===== src/rtl/busca_instrucao_pkg.sv =====
// Shared definitions for the instruction fetch unit: default widths,
// fetch FSM state encodings and the program counter reset vector.
package busca_instrucao_pkg;

  localparam int LARGURA_END_PADRAO  = 14;
  localparam int LARGURA_DADO_PADRAO = 16;
  localparam int VETOR_RESET         = 0;

  typedef enum logic [1:0] {
    EMITE   = 2'd0,
    CAPTURA = 2'd1,
    SEGURA  = 2'd2
  } estado_t;

endpackage


===== src/rtl/busca_instrucao_contador_programa.sv =====
// Program counter for the fetch unit: synchronous reset to the reset vector,
// jump load, and increment that wraps silently at the top of the address space.
module contador_programa
  import busca_instrucao_pkg::*;
#(
  parameter int LARGURA_END = LARGURA_END_PADRAO
) (
  input  logic                   clk,
  input  logic                   reset,
  input  logic                   carrega,
  input  logic [LARGURA_END-1:0] alvo,
  input  logic                   incrementa,
  output logic [LARGURA_END-1:0] pc
);

  logic [LARGURA_END-1:0] pc_q;
  logic [LARGURA_END-1:0] pc_d;

  // A jump always wins over the increment.
  always_comb begin
    pc_d = pc_q;
    if (carrega) begin
      pc_d = alvo;
    end else if (incrementa) begin
      pc_d = pc_q + LARGURA_END'(1);
    end
  end

  always_ff @(posedge clk) begin
    if (reset) begin
      pc_q <= LARGURA_END'(VETOR_RESET);
    end else begin
      pc_q <= pc_d;
    end
  end

  assign pc = pc_q;

endmodule


===== src/rtl/busca_instrucao.sv =====
// Instruction fetch unit: reads one word from a synchronous RAM and holds it
// behind a valid/ready handshake. Define BUSCA_CONTADOR_EN to add a transfer counter.
module busca_instrucao
  import busca_instrucao_pkg::*;
#(
  parameter int LARGURA_END  = LARGURA_END_PADRAO,
  parameter int LARGURA_DADO = LARGURA_DADO_PADRAO
) (
  input  logic                    clock_sistema,
  input  logic                    reset_sistema,
  output logic [LARGURA_END-1:0]  endereco_mem,
  input  logic [LARGURA_DADO-1:0] dados_mem,
  input  logic                    salto_hab,
  input  logic [LARGURA_END-1:0]  salto_alvo,
  output logic [LARGURA_DADO-1:0] instr_saida,
  output logic [LARGURA_END-1:0]  pc_instr,
  output logic                    instr_valida,
  input  logic                    instr_pronta
`ifdef BUSCA_CONTADOR_EN
  ,
  output logic [31:0]             contagem_busca
`endif
);

  estado_t                 estado_q, estado_d;
  logic [LARGURA_DADO-1:0] instr_q, instr_d;
  logic [LARGURA_END-1:0]  pc_instr_q, pc_instr_d;
  logic                    valida_q, valida_d;
  logic                    incrementa;
  logic                    transferencia;
  logic [LARGURA_END-1:0]  pc;

  contador_programa #(
    .LARGURA_END(LARGURA_END)
  ) u_contador_programa (
    .clk        (clock_sistema),
    .reset      (reset_sistema),
    .carrega    (salto_hab),
    .alvo       (salto_alvo),
    .incrementa (incrementa),
    .pc         (pc)
  );

  assign endereco_mem  = pc;
  assign transferencia = valida_q & instr_pronta;

  // A jump in CAPTURA leaves the held registers untouched, so the word
  // returned for the old address is simply never presented.
  always_comb begin
    estado_d   = estado_q;
    instr_d    = instr_q;
    pc_instr_d = pc_instr_q;
    valida_d   = valida_q;
    incrementa = 1'b0;
    unique case (estado_q)
      EMITE: begin
        estado_d = CAPTURA;
      end
      CAPTURA: begin
        instr_d    = dados_mem;
        pc_instr_d = pc;
        valida_d   = 1'b1;
        incrementa = 1'b1;
        estado_d   = SEGURA;
      end
      SEGURA: begin
        if (transferencia) begin
          valida_d = 1'b0;
          estado_d = EMITE;
        end
      end
      default: begin
        estado_d = EMITE;
        valida_d = 1'b0;
      end
    endcase
    if (salto_hab) begin
      estado_d   = EMITE;
      valida_d   = 1'b0;
      incrementa = 1'b0;
      instr_d    = instr_q;
      pc_instr_d = pc_instr_q;
    end
  end

  always_ff @(posedge clock_sistema) begin
    if (reset_sistema) begin
      estado_q   <= EMITE;
      instr_q    <= '0;
      pc_instr_q <= '0;
      valida_q   <= 1'b0;
    end else begin
      estado_q   <= estado_d;
      instr_q    <= instr_d;
      pc_instr_q <= pc_instr_d;
      valida_q   <= valida_d;
    end
  end

  assign instr_saida  = instr_q;
  assign pc_instr     = pc_instr_q;
  assign instr_valida = valida_q;

`ifdef BUSCA_CONTADOR_EN
  logic [31:0] contagem_q, contagem_d;

  // Only handshaked transfers count; a transfer coinciding with a jump still counts.
  always_comb begin
    contagem_d = contagem_q;
    if (transferencia) begin
      contagem_d = contagem_q + 32'd1;
    end
  end

  always_ff @(posedge clock_sistema) begin
    if (reset_sistema) begin
      contagem_q <= '0;
    end else begin
      contagem_q <= contagem_d;
    end
  end

  assign contagem_busca = contagem_q;
`endif

endmodule


===== config.mk =====
export PLATFORM = sky130hd
export DESIGN_NAME = busca_instrucao
export DESIGN_NICKNAME = d
export VERILOG_FILES = /design/src/rtl/busca_instrucao_pkg.sv /design/src/rtl/busca_instrucao_contador_programa.sv /design/src/rtl/busca_instrucao.sv
export SDC_FILE = /design/constraint.sdc
export NUM_CORES = 1
export LEC_CHECK = 0
export CAP_MARGIN = 20
export CORE_MARGIN = 2
export CORE_UTILIZATION = 43
export CTS_CLUSTER_DIAMETER = 80
export DETAILED_ROUTE_END_ITERATION = 7
export GPL_TIMING_DRIVEN = 0
export PLACE_DENSITY = 0.81
export SETUP_SLACK_MARGIN = 0.3
export SYNTH_ARGS = -nofsm -noshare
export SYNTH_HDL_FRONTEND = slang
export SYNTH_SLANG_ARGS = --single-unit

===== constraint.sdc =====
create_clock -name clock_sistema -period 1.48 [get_ports clock_sistema]
set_input_delay 0.296 -clock clock_sistema [delete_from_list [all_inputs] [get_ports clock_sistema]]
set_output_delay 0.296 -clock clock_sistema [all_outputs]
set_load 0.01 [all_outputs]

; Word-level counts from Yosys, hierarchy flattened
; Cells that the tools add are included.
[classes]
n_addsub = 1
n_eq_ne = 3
mux = 8
bitwise = 3
reduce_logical = 5
[op_table]
columns = operator, count
row1 = 2-to-1 mux 14 bit, 2
row2 = "adder 14 x 1 -> 14 bit, second input constant", 1
row3 = case mux 2 bit (3 select lines), 1
row4 = AND reduction 2 bit, 2
row5 = 2-to-1 mux 1 bit, 3
row6 = case mux 1 bit (3 select lines), 1
row7 = "equality test 2 x 1 -> 1 bit, second input constant", 1
row8 = "equality test 2 bit, second input constant", 1
row9 = zero test 2 bit, 1
row10 = 2-to-1 mux 2 bit, 1
row11 = "inequality test 2 bit, second input constant", 1
row12 = NOT 1 bit, 2
row13 = nonzero test 2 bit, 1
row14 = OR reduction 2 bit, 1
row15 = bitwise AND 1 bit, 1
[totals]
register_bits = 47
in_bits = 34
output_inout_bits = 45
wordCells = 25

; Logic depth before layout (Yosys ltp)
; Gate-level depths: netlist of the first run.
[depth]
ltp_word = 5
depth_mapped = 6
ltp_nobuf = 5

; By module
; From an unflattened synthesis of the first run, not the netlist that was laid out.
[hier_totals]
hier_cells = 238
area_unflattened_um2 = 1970.6
[modules_own_cells]
columns = module, instances, cells_per_inst, area_per_inst_um2, seq_area_each_um2
row1 = busca_instrucao, 1, 144, 1171.1, 660.6
row2 = contador_programa, 1, 94, 799.5, 280.3

; Least setup slack after synthesis of the first run
; Ideal clock, no wire load.
[synth_timing]
kind = reg2reg
from = register u_contador_programa.pc_q[0] (netlist: u_contador_programa.pc[0])
to = register u_contador_programa.pc_q[10] (netlist: u_contador_programa.pc[10])
setup_ns = 0.115
arrival_time_ns = 1.283
required_time_ns = 1.365
setup_slack_ns = 0.082
stages_incl_launch_ff = 6
path_buffers = 0
synth_period_minus_slack_ns = 1.398
cell_sequence = dfxtp_1 -> ha_1 -> nand2_1 -> nor4_1 -> xor2_1 -> o21a_1
[synth_via]
elab_chain_cells = 3
[synth_rtl]
columns = element, line_no
row1 = "start, declared", busca_instrucao_contador_programa.sv:16  ; logic [LARGURA_END-1:0] pc_q;
row2 = "start signal, assigned", busca_instrucao_contador_programa.sv:31  ; pc_q <= LARGURA_END'(VETOR_RESET);
row3 = "start signal, assigned", busca_instrucao_contador_programa.sv:33  ; pc_q <= pc_d;
row4 = adder 14 x 1 -> 14 bit, busca_instrucao_contador_programa.sv:25  ; pc_d = pc_q + LARGURA_END'(1);
row5 = 2-to-1 mux 14 bit, busca_instrucao_contador_programa.sv:24  ; end else if (incrementa) begin
row6 = 2-to-1 mux 14 bit, busca_instrucao_contador_programa.sv:22  ; if (carrega) begin
; No other way between the ends. The select of a mux whose other input is x is not followed.
; A chain may end at the register's enable or synchronous reset.

; Worst setup path after layout of the first run
[layout_timing]
from = register estado_q[1]
to = register pc_instr_q[13] (netlist: pc_instr[13])
[layout_via]
elab_chain_cells = 2
[layout_rtl]
columns = element, line_no
row1 = "start, declared", busca_instrucao.sv:25  ; estado_t estado_q, estado_d;
row2 = "start signal, assigned", busca_instrucao.sv:93  ; estado_q <= estado_d;
row3 = equality test 2 x 1 -> 1 bit, busca_instrucao.sv:55  ; unique case (estado_q)
row4 = AND reduction 2 bit (no source line), n/a
row5 = "end signal, assigned", busca_instrucao.sv:95  ; pc_instr_q <= pc_instr_d;
row6 = "end, declared", busca_instrucao.sv:27  ; logic [LARGURA_END-1:0] pc_instr_q, pc_instr_d;
; No other way between the ends.

==> summary.md, run 1 <==
| Metric | Value |
|---|---|
| Run status | `completed` |
| Detailed Route Iter0 Violations | `82` |
| Placeable Area | `between 4000 and 5000 um^2` |
| Instance count after placement with tap cells included | `369` |
| Final antenna diode count | `0` |
| Width of the die | `just over 70 um` |
| Capture instance of the worst register-to-register path | `pc_instr[13]` |
| Largest fanout of any net on the critical path | `6` |
| Instance count of the mapped netlist | `between 200 and 250` |
| Detailed-route wire length per cell | `around 17 um` |
| Startpoint of the most critical register-to-register path | `estado_q[1]` |
| Final Setup Violations | `0` |
| P&R area growth vs syn | `81.5%` |
| CP peak stage delay | `around 0.36 ns` |
| Tot GR Track Use | `0.248` |
| Site row count | `24` |
| Unrepaired setup endpoints after global routing | `true` |
| Launching element of the worst setup path | `estado_q[1]` |
| Number of antenna violations at the first check in global routing | `0` |
| Fmax | `737 MHz` |
| Post-layout instance count excluding filler cells | `407` |
| Count of final hold-check violations | `0` |
| Required time worst endpoint | `between 1.5 and 2 ns` |
| Overflow left after global routing | `0` |
| Via/cell ratio | `~5.3` |
| Worst R2R Path Depth | `6` |
| Synthesized cell area | `between 1500 and 2000 um^2` |
| CP endpoint | `pc_instr[13]` |
| Proportion of layout cells with a drive suffix above 1 | `0.535` |
| Ordered cell list for the critical path | `nand2b_4, buf_6, or2_4, buf_6, nand2_1, a21oi_1` |
| Setup WS pre-CTS | `-0.401 ns` |
| Clock-pin slew reported for the worst setup and hold paths after clock tree synthesis | `0.08 ns` |
| Placer congestion estimate | `roughly 0.78` |
| Setup Skew | `about 0.015 ns` |
| Crit path kind | `reg2reg` |
| Number of violations of the max-capacitance limit | `0` |
| Later-pin clock latency in the skew report | `between 0.3 and 0.4 ns` |
| Sequential share of the synthesized area | `0.483` |
| Worst hold path type | `in2reg` |
| Final worst path period share | `0.917` |
| Rel. slew slack | `0.493` |
| Number of global-route vias before repair | `2117` |
| Measured slew at the worst slew-check pin | `0.760 ns` |
| Quantity of I/O buffers inserted on ports | `slightly below 80` |
| Cell repeated most along the worst path | `sky130_fd_sc_hd__buf_6` |
| First-pass detailed-route iteration total | `4` |
| Largest net degree at the start of global routing | `15` |
| Number of enable flip-flop cells after synthesis | `0` |
| Number of buffers on the longest clock path | `2` |
| Number of pins with negative max-slew slack in the final report | `0` |
| Number of distinct standard cells referenced by the synthesized netlist | `29` |
| Cts hold-fix bufs | `0` |
| Multi-input logic area | `1320 um^2` |
| Mean Syn Cell Area | `about 8.1 um^2` |
| CTS root buffer | `sky130_fd_sc_hd__clkbuf_8` |
| Highest ir drop seen on vdd | `between 0.0004 and 0.0005 V` |
| Vias post-DR | `roughly 2.2k` |
| Slowest cell on the critical path | `sky130_fd_sc_hd__dfxtp_4` |
| Yosys Warn Count | `0` |
| Setup slack of the most critical reg-to-reg path | `0.12 ns` |
| Crit path launch type | `flip-flop` |
| Total power density per cell area | `approximately 800 nW/um^2` |
| Min setup slack post-route | `~0.12 ns` |
| Number of buffers added by the clock tree synthesis step | `5` |
| Number of nets in the layout | `389` |
| Category of the worst setup path capture point | `flip-flop` |
| Number of fill cells in the layout | `240` |
| Asr flop ratio synth | `0` |
| Yosys reg bits | `47` |
| Most common flop cell mapped by yosys | `sky130_fd_sc_hd__dfxtp_1` |
| Critical Path AT | `around 1.5 ns` |
| Syn Nets | `~280` |
| Sequential cell area | `1010 um^2` |
| Clock sinks | `47` |
| TritonCTS clock tree | `done` |
| Area of the die | `around 5100 um^2` |
| Count of nets left with antenna violations after detail routing | `0` |
| Ports | `79` |
| Overall routed net length | `roughly 6900 um` |
| Final HPWL from detailed placement | `between 3000 and 4000 um` |
| First-pass GRT wire length | `~9900 um` |
| Leak pwr | `0.00152 uW` |
| Number of levels in the clock H-tree | `2` |
| Shortest period the worst path allows | `around 1.4 ns` |
| Chip Height | `between 70 and 80 um` |
| Effective utilization at floorplan | `0.447` |
| Remaining design rule violation count | `0` |
[synth_stat cells, types with 2 or more instances]
library cell               count  area, um^2
sky130_fd_sc_hd__a21o_1        2        15.0
sky130_fd_sc_hd__a21oi_1      40         200
sky130_fd_sc_hd__buf_2         7        35.0
sky130_fd_sc_hd__clkbuf_1      6        22.5
sky130_fd_sc_hd__dfxtp_1      47         941
sky130_fd_sc_hd__inv_1        13        48.8
sky130_fd_sc_hd__mux2i_1       3        30.0
sky130_fd_sc_hd__nand2_1      65         244
sky130_fd_sc_hd__nand3_1       3        15.0
sky130_fd_sc_hd__nand3b_1      2        15.0
sky130_fd_sc_hd__nand4_1       2        12.5
sky130_fd_sc_hd__nor2_1        5        18.8
sky130_fd_sc_hd__nor3_1        3        15.0
sky130_fd_sc_hd__nor4_1        7        43.8
sky130_fd_sc_hd__o21a_1        9        67.6
sky130_fd_sc_hd__o21ai_0       3        15.0
sky130_fd_sc_hd__or3_1         2        12.5
sky130_fd_sc_hd__xnor2_1       4        35.0
sky130_fd_sc_hd__xor2_1        7        61.3
[cells in the final DEF (no fill, tap or decap), drive strengths merged]
cell,count
nor4b,1
dlymetal6s2s,1
or3,2
or2,1
nor3,3
xor2,7
nor2,5
a21o,2
nand3,3
nand2b,1
clkdlybuf4s50,31
a21oi,41
ha,1
mux2,1
nand4,2
clkdlybuf4s15,6
buf,59
o21ai,3
nand2,65
nor4,7
nand4b,2
mux2i,3
xnor2,4
dfxtp,47
inv,13
clkbuf,32
a211oi,1
nand3b,2
o21a,9
[cell type report]
class | count | area share
clock buffer | 8 | 0.0287
inverter | 13 | 0.0138
timing repair buffer | 106 | 0.239
sequential | 47 | 0.287
buffer | 15 | 0.0389
tap | 52 | 0.0184
multi-input combinational | 166 | 0.374
[power by group]
| part | total, uW | internal (uW) | switching (uW) |
|---|---|---|---|
| logic | 508 | 272 | 236 |
| clock network | 890 | 438 | 452 |
| registers | 1380 | 1310 | 73.0 |
| total | 2780 | 2020 | 761 |
[cell families after synthesis]
group,count (synthesis),synth area share
buf+inv,28,0.0623
compound gates,56,0.161
simple gates,93,0.216
fa+ha+maj,1,0.00642
flops,47,0.483
mux,4,0.0212
xor+xnor,11,0.0495
[through the flow]
step | hold slack, ns | cell area (um^2) | power, uW | util | setup TNS [ns]
after floorplan | 0.428 | 2040 | 1570 | - | 0
after global placement | 0.441 | 2880 | 1790 | 0.661 | -3.67
after detailed placement | 0.447 | 2880 | 1800 | 0.661 | -4.36
after CTS | 0.408 | 3320 | 2690 | 0.762 | 0
after global routing | 0.465 | 3540 | 2880 | 0.812 | 0
final | 0.428 | 3540 | 2780 | 0.812 | 0
[metal layers]
metal	track usage	up-vias	wire [um]
met5	0	-	0
met4	0.103	0	196
met3	0.0591	19	371
met2	0.439	77	3580
met1	0.285	1039	2720
li1	-	1038	-
[worst min path at each step]
stage	from	endpoint	slack [ns]	depth (start not counted)
floorplan	estado_q[1]	estado_q[0]	0.43	1
global placement	pc_instr[0]	pc_instr[0]	0.44	2
detailed placement	pc_instr[3]	pc_instr[3]	0.45	2
CTS	reset_sistema	pc_instr[10]	0.41	2
global route	salto_hab	instr_valida	0.46	3
finish	salto_hab	instr_valida	0.43	3
[sequential cells by signal, indices dropped and copies added, names as in the netlist]
register,flops
pc_instr,14
u_contador_programa.pc,14
instr_valida,1
instr_saida,16
estado_q,2
[worst max-delay path, delay by kind of cell, from the launching register on]
family	cells	cell delay (ns)
simple gates	3	0.49
flops	1	0.36
buf+inv	2	0.30
compound gates	1	0.07
[what timing repair did]
| item | CTS | global route |
|---|---|---|
| cloned | 3 | 1 |
| buffers inserted | 14 | 12 |
| resized for setup | 200 | 102 |
| setup endpoints to repair | 89 | 78 |
| pin swaps | 39 | 32 |
Note: power is estimated with default switching activity, not from simulation.
==> inputs of run 2 (changes only) <==
--- a/config.mk
+++ b/config.mk
@@ -6,7 +6,7 @@
 export NUM_CORES = 1
 export LEC_CHECK = 0
 export CAP_MARGIN = 20
-export CORE_MARGIN = 2
+export CORE_MARGIN = 10
 export CORE_UTILIZATION = 43
 export CTS_CLUSTER_DIAMETER = 80
 export DETAILED_ROUTE_END_ITERATION = 7
==> constraint.sdc (replaced) <==
create_clock -name clock_sistema -period 1.6 [get_ports clock_sistema]
set_input_delay 0.32 -clock clock_sistema [delete_from_list [all_inputs] [get_ports clock_sistema]]
set_output_delay 0.32 -clock clock_sistema [all_outputs]
set_load 0.01 [all_outputs]
==> summary.md, run 2 (synthesis gave the netlist of run 1 again) <==
| Metric | Value |
|---|---|
| Setup WS pre-CTS | `-0.263 ns (+0.139 ns)` |
| Number of flip-flops in the largest register | `16 (unchanged)` |
| Ports | `79 (unchanged)` |
| Routed length on met2 | `3510 um (-2.0%)` |
| CTS root buffer | `sky130_fd_sc_hd__clkbuf_8` |
| Shortest period the worst path allows | `1.45 ns (+0.0901 ns)` |
| Worst hold path type | `reg2reg` |
| Cts hold-fix bufs | `0 (unchanged)` |
| Number of global-route vias before repair | `2027 (-4.3%)` |
| Worst R2R Path Depth | `4 (-2)` |
| Power after layout | `2460 uW (-12%)` |
| Commonest non-fill, non-tap cells in the layout | `sky130_fd_sc_hd__nand2_1 (44), sky130_fd_sc_hd__dfxtp_1 (32), sky130_fd_sc_hd__clkdlybuf4s50_1 (31)` |
| Detailed-route wire length per cell | `17.6 um (+4.5%)` |
| Number of buffers on the longest clock path | `2 (unchanged)` |
| Crit path launch type | `flip-flop` |
| First-pass GRT wire length | `10200 um (+2.2%)` |
| Number of levels in the clock H-tree | `2 (unchanged)` |
| Quantity of I/O buffers inserted on ports | `77 (unchanged)` |
| Highest ir drop seen on vdd | `0.000491 V (-1.5%)` |
| Width of the die | `87.3 um (+22%)` |
| Startpoint of the most critical register-to-register path | `u_contador_programa.pc[3]` |
| First-pass detailed-route iteration total | `4 (unchanged)` |
| Number of nets in the layout | `374 (-3.9%)` |
| Unrepaired setup endpoints after global routing | `true` |
| Met1 wire length | `2860 um (+5.4%)` |
| Via/cell ratio | `5.16 (-3.4%)` |
| Total power density per cell area | `721 nW/um^2 (-8.4%)` |
| Hold WS | `0.454 ns (+0.0256 ns)` |
| Effective utilization at floorplan | `0.444 (-0.00306)` |
| Setup Skew | `0.0159 ns (+0.00125 ns)` |
| Crit path kind | `reg2reg` |
| Final worst path period share | `0.904 (-0.0124)` |
| Count of nets left with antenna violations after detail routing | `0 (unchanged)` |
| Min setup slack post-route | `0.153 ns (+0.0299 ns)` |
| Tot GR Track Use | `0.163 (-0.0844)` |
| Number of pins with negative max-slew slack in the final report | `0 (unchanged)` |
| Final HPWL from detailed placement | `4200 um (+15%)` |
| Number of violations of the max-capacitance limit | `0 (unchanged)` |
| Remaining design rule violation count | `0 (unchanged)` |
| Count of final hold-check violations | `0 (unchanged)` |
| Placeable Area | `4380 um^2 (+0.69%)` |
| Site row count | `24 (unchanged)` |
| Later-pin clock latency in the skew report | `0.31 ns (about the same)` |
| Most common cell after layout, fill and taps aside | `sky130_fd_sc_hd__nand2_1` |
| Final Setup Violations | `0 (unchanged)` |
| Overflow left after global routing | `0 (unchanged)` |
| Final antenna diode count | `0 (unchanged)` |
| Required time worst endpoint | `1.82 ns (+0.17 ns)` |
| Origin of the worst min-delay path | `instr_saida[12]` |
| Chip Height | `87.3 um (+22%)` |
| Largest net degree at the start of global routing | `14 (-1)` |
| Largest fanout of any net on the critical path | `7 (+1)` |
| Worst hold stages | `2 (-1)` |
| Run status | `completed` |
| Clock sinks | `47 (unchanged)` |
| Number of buffers added by the clock tree synthesis step | `5 (unchanged)` |
| Critical Path AT | `1.66 ns (+0.13 ns)` |
| Leak pwr | `0.00154 uW (+1.3%)` |
| Met3 wire length | `457 um (+23%)` |
| Measured slew at the worst slew-check pin | `0.680 ns (-0.0804 ns)` |
| Uppermost layer routed | `met4` |
| Proportion of layout cells with a drive suffix above 1 | `0.342 (-0.193)` |
| Area of the die | `7620 um^2 (+50%)` |
| Rel. slew slack | `0.547 (+0.0536)` |
| P&R area growth vs syn | `74.8%` |
| Number of antenna violations at the first check in global routing | `0 (unchanged)` |
| Fmax | `691 MHz (-6.2%)` |
| Setup slack of the most critical reg-to-reg path | `0.15 ns (+0.03 ns)` |
| Placer congestion estimate | `0.795 (+2.4%)` |
| Category of the worst setup path capture point | `flip-flop` |
| Overall routed net length | `6890 um (+0.35%)` |
| Vias post-DR | `2016 (-7.2%)` |
| TritonCTS clock tree | `done` |
| Clock-pin slew reported for the worst setup and hold paths after clock tree synthesis | `0.10 ns (+0.02 ns)` |
| Detailed Route Iter0 Violations | `129 (+57%)` |
| End point of the most critical hold path | `instr_saida[12]` |
| Capture instance of the worst register-to-register path | `u_contador_programa.pc[5]` |
## run 2: cell type report
cell class | count | area (um^2)
multi-input cells | 166 | 1290
fillers | 306 | 978
flip-flops and latches | 47 | 977
repair buffers | 91 | 812
plain buffers | 15 | 129
clock buffers | 6 | 82.6
well taps | 52 | 65.1
inverters | 13 | 48.8
clock inverters | 1 | 5.00
## run 2: worst max path at each step
stage / start / end / depth (start not counted)
floorplan: estado_q[1] / u_contador_programa.pc[3] / 5
global placement: salto_hab / u_contador_programa.pc[4] / 5
detailed placement: salto_hab / u_contador_programa.pc[11] / 5
CTS: estado_q[1] / u_contador_programa.pc[5] / 4
global route: u_contador_programa.pc[3] / u_contador_programa.pc[5] / 4
finish: u_contador_programa.pc[3] / u_contador_programa.pc[5] / 4
## run 2: critical path: stages (launching register included)
cell	delay (ns)
sky130_fd_sc_hd__dfxtp_4	0.43
sky130_fd_sc_hd__nand4b_4	0.21
sky130_fd_sc_hd__or3_1	0.37
sky130_fd_sc_hd__a21o_1	0.19
sky130_fd_sc_hd__a21oi_1	0.16
## run 2: stage by stage
step / util / std cells / setup TNS [ns] / area, um^2
after floorplan: - / 240 / 0 / 1990
after global placement: 0.644 / 369 / -2.47 / 2820
after detailed placement: 0.644 / 369 / -2.72 / 2820
after CTS: 0.711 / 384 / 0 / 3120
after global routing: 0.777 / 391 / 0 / 3410
final: 0.777 / 391 / 0 / 3410
## run 2: power by group
| part | switching [uW] | internal (uW) |
|---|---|---|
| sequential | 69.4 | 1220 |
| combinational | 199 | 225 |
| clock | 407 | 340 |
| total | 675 | 1780 |
## run 2: what timing repair did
| item | 4_1_cts | 5_1_grt |
|---|---|---|
| endpoints found under the setup margin | 89 | 58 |
| hold endpoints to repair | 0 | 0 |
| gates resized for setup | 100 | 100 |
| pin swaps | 4 | 36 |
| setup buffers | 6 | 4 |
| cloned | 2 | 3 |
## run 2: layer usage
metal  track usage  vias up
met3        0.0534        6
met2         0.269       65
met5             0        -
met1         0.200      946
li1              -      999
met4        0.0377        0
==> inputs of run 3 (changes only) <==
--- a/config.mk
+++ b/config.mk
@@ -6,7 +6,6 @@
 export NUM_CORES = 1
 export LEC_CHECK = 0
 export CAP_MARGIN = 20
-export CORE_MARGIN = 10
 export CORE_UTILIZATION = 43
 export CTS_CLUSTER_DIAMETER = 80
 export DETAILED_ROUTE_END_ITERATION = 7
==> constraint.sdc (replaced) <==
create_clock -name clock_sistema -period 1.8 [get_ports clock_sistema]
set_input_delay 0.36 -clock clock_sistema [delete_from_list [all_inputs] [get_ports clock_sistema]]
set_output_delay 0.36 -clock clock_sistema [all_outputs]
set_load 0.01 [all_outputs]
==> summary.md, run 3 (synthesis gave the netlist of run 1 again) <==
| Metric | Value |
|---|---|
| Effective utilization at floorplan | `0.447 (+0.00306)` |
| Category of cells accounting for the largest share of critical-path delay | `simple AND/OR/NAND/NOR gates` |
| Setup slack of the most critical reg-to-reg path | `0.37 ns (+0.22 ns)` |
| Tot GR Track Use | `0.211 (+0.0479)` |
| Commonest non-fill, non-tap cells in the layout | `sky130_fd_sc_hd__nand2_1 (65), sky130_fd_sc_hd__dlygate4sd2_1 (44), sky130_fd_sc_hd__a21oi_1 (40)` |
| CP peak stage delay | `0.39 ns (-0.04 ns)` |
| Unrepaired setup endpoints after global routing | `true` |
| Count of nets left with antenna violations after detail routing | `0 (unchanged)` |
| Setup WS pre-CTS | `-0.0980 ns (+0.165 ns)` |
| Later-pin clock latency in the skew report | `0.31 ns (about the same)` |
| Min setup slack post-route | `0.373 ns (+0.220 ns)` |
| Detailed Route Iter0 Violations | `81 (-37%)` |
| Number of antenna violations at the first check in global routing | `0 (unchanged)` |
| Rel. slew slack | `0.673 (+0.126)` |
| Worst Path Buf+Inv | `0 (unchanged)` |
| Most common cell after layout, fill and taps aside | `sky130_fd_sc_hd__nand2_1` |
| Clock sinks | `47 (unchanged)` |
| Placeable Area | `4350 um^2 (-0.68%)` |
| Critical Path AT | `1.65 ns (about the same)` |
| Largest fanout of any net on the critical path | `7 (unchanged)` |
| P&R area growth vs syn | `46.7%` |
| Remaining design rule violation count | `0 (unchanged)` |
| CTS root buffer | `sky130_fd_sc_hd__clkbuf_8` |
| Placer congestion estimate | `0.841 (+5.7%)` |
| Slowest cell on the critical path | `sky130_fd_sc_hd__dfxtp_2` |
| Number of global-route vias before repair | `1730 (-15%)` |
| Number of buffers added by the clock tree synthesis step | `5 (unchanged)` |
| Number of cells upsized or downsized after cts | `59 (-41%)` |
| Largest net degree at the start of global routing | `16 (+2)` |
| Final Setup Violations | `0 (unchanged)` |
| Count of final hold-check violations | `0 (unchanged)` |
| TritonCTS clock tree | `done` |
| Overall routed net length | `4850 um (-30%)` |
| Ports | `79 (unchanged)` |
| Quantity of I/O buffers inserted on ports | `77 (unchanged)` |
| Startpoint of the most critical register-to-register path | `u_contador_programa.pc[2]` |
| Post-layout instance count excluding filler cells | `377 (-3.6%)` |
| Instance count after placement with tap cells included | `369 (unchanged)` |
| Final antenna diode count | `0 (unchanged)` |
| First-pass detailed-route iteration total | `4 (unchanged)` |
| Total power density per cell area | `719 nW/um^2 (-0.27%)` |
| Leak pwr | `0.00129 uW (-16%)` |
| Number of levels in the clock H-tree | `2 (unchanged)` |
| Final worst path period share | `0.793 (-0.111)` |
| Final HPWL from detailed placement | `3480 um (-17%)` |
| Capture instance of the worst register-to-register path | `u_contador_programa.pc[5]` |
| Power after layout | `2060 uW (-16%)` |
| Required time worst endpoint | `2.02 ns (+0.20 ns)` |
| Ordered cell list for the critical path | `nand3_1, or3_1, a21o_1, a21oi_1` |
| Count of cell instances traversed by the critical path | `4 (unchanged)` |
| Worst hold path type | `in2reg` |
| Final instance area | `2860 um^2 (-16%)` |
| Site row count | `24 (unchanged)` |
| Measured slew at the worst slew-check pin | `0.491 ns (-0.189 ns)` |
| Via/cell ratio | `4.94 (-4.2%)` |
| Detailed-route wire length per cell | `12.9 um (-27%)` |
| Worst R2R Path Depth | `4 (unchanged)` |
| Setup Skew | `0.00854 ns (-0.00737 ns)` |
| Cell area reported after detailed placement | `2780 um^2 (-1.3%)` |
| Fmax | `701 MHz (+1.4%)` |
| Area of the die | `4800 um^2 (-37%)` |
| CP endpoint | `u_contador_programa.pc[5]` |
| Clock-pin slew reported for the worst setup and hold paths after clock tree synthesis | `0.09 ns (about the same)` |
| Chip Height | `69.3 um (-21%)` |
| First-pass GRT wire length | `8230 um (-19%)` |
| Number of flip-flops in the largest register | `16 (unchanged)` |
| Number of violations of the max-capacitance limit | `0 (unchanged)` |
| Vias post-DR | `1862 (-7.6%)` |
| Number of buffers on the longest clock path | `2 (unchanged)` |
| Crit path launch type | `flip-flop` |
| Run status | `completed` |
| Number of pins with negative max-slew slack in the final report | `0 (unchanged)` |
| Hold WS | `0.442 ns (-0.0121 ns)` |
| Category of the worst setup path capture point | `flip-flop` |
| Shortest period the worst path allows | `1.43 ns (-0.0198 ns)` |
| Count of buffers added by post-CTS timing repair for setup | `0 (-6)` |
| Overflow left after global routing | `0 (unchanged)` |
| Launching element of the worst setup path | `u_contador_programa.pc[2]` |
| Cts hold-fix bufs | `0 (unchanged)` |
| Highest ir drop seen on vdd | `0.000448 V (-8.8%)` |
| Number of nets in the layout | `359 (-4.0%)` |
| Crit path kind | `reg2reg` |
| Width of the die | `69.3 um (-21%)` |
| Proportion of layout cells with a drive suffix above 1 | `0.114 (-0.228)` |
==> run 3: cell types whose count changed in the layout (fill, tap and decap cells not counted), moves of 6 or more <==
cell / previous run / this run
sky130_fd_sc_hd__a21oi_1: 23 / 40
sky130_fd_sc_hd__a21oi_2: 18 / 1
sky130_fd_sc_hd__buf_4: 9 / 0
sky130_fd_sc_hd__buf_6: 10 / 1
sky130_fd_sc_hd__clkbuf_2: 13 / 1
sky130_fd_sc_hd__dfxtp_4: 7 / 1
sky130_fd_sc_hd__dlygate4sd2_1: 29 / 44
sky130_fd_sc_hd__nand2_1: 44 / 65
sky130_fd_sc_hd__nand2_4: 17 / 0
sky130_fd_sc_hd__nor4_4: 6 / 0
==> run 3: worst min-delay path by stage <==
stage	start	end	cells after the start
6_report	reset_sistema	pc_instr[8]	2
3_5_place_dp	instr_saida[0]	instr_saida[0]	2
2_1_floorplan	estado_q[1]	estado_q[0]	1
4_1_cts	reset_sistema	pc_instr[13]	2
5_1_grt	pc_instr[12]	pc_instr[12]	2
3_3_place_gp	instr_saida[3]	instr_saida[3]	2
==> run 3: layout make-up <==
cell class / count / area (um^2)
inverter: 13 / 48.8
clock inverter: 3 / 18.8
fill: 390 / 1500
sequential: 47 / 960
timing repair buffer: 77 / 718
multi-input combinational: 165 / 898
clock buffer: 5 / 68.8
buffer: 15 / 80.1
tap: 52 / 65.1
==> run 3: through the flow <==
stage | setup TNS [ns] | util
2_1_floorplan | 0 | -
3_3_place_gp | -0.404 | 0.639
3_5_place_dp | -0.746 | 0.639
4_1_cts | 0 | 0.652
5_1_grt | 0 | 0.656
6_report | 0 | 0.656
==> run 3: where the power goes <==
| group | switching, uW | total [uW] | leakage, uW | internal [uW] |
|---|---|---|---|---|
| clock | 363 | 636 | 0.0000483 | 274 |
| combinational | 132 | 290 | 0.000855 | 158 |
| sequential | 44.7 | 1130 | 0.000388 | 1080 |
==> run 3: metal layers <==
metal,vias up,global-route usage,wire length [um]
li1,963,-,-
met1,837,0.276,2210
met2,58,0.341,2300
met3,4,0.0567,305
met4,0,0.0635,37
met5,-,0,0
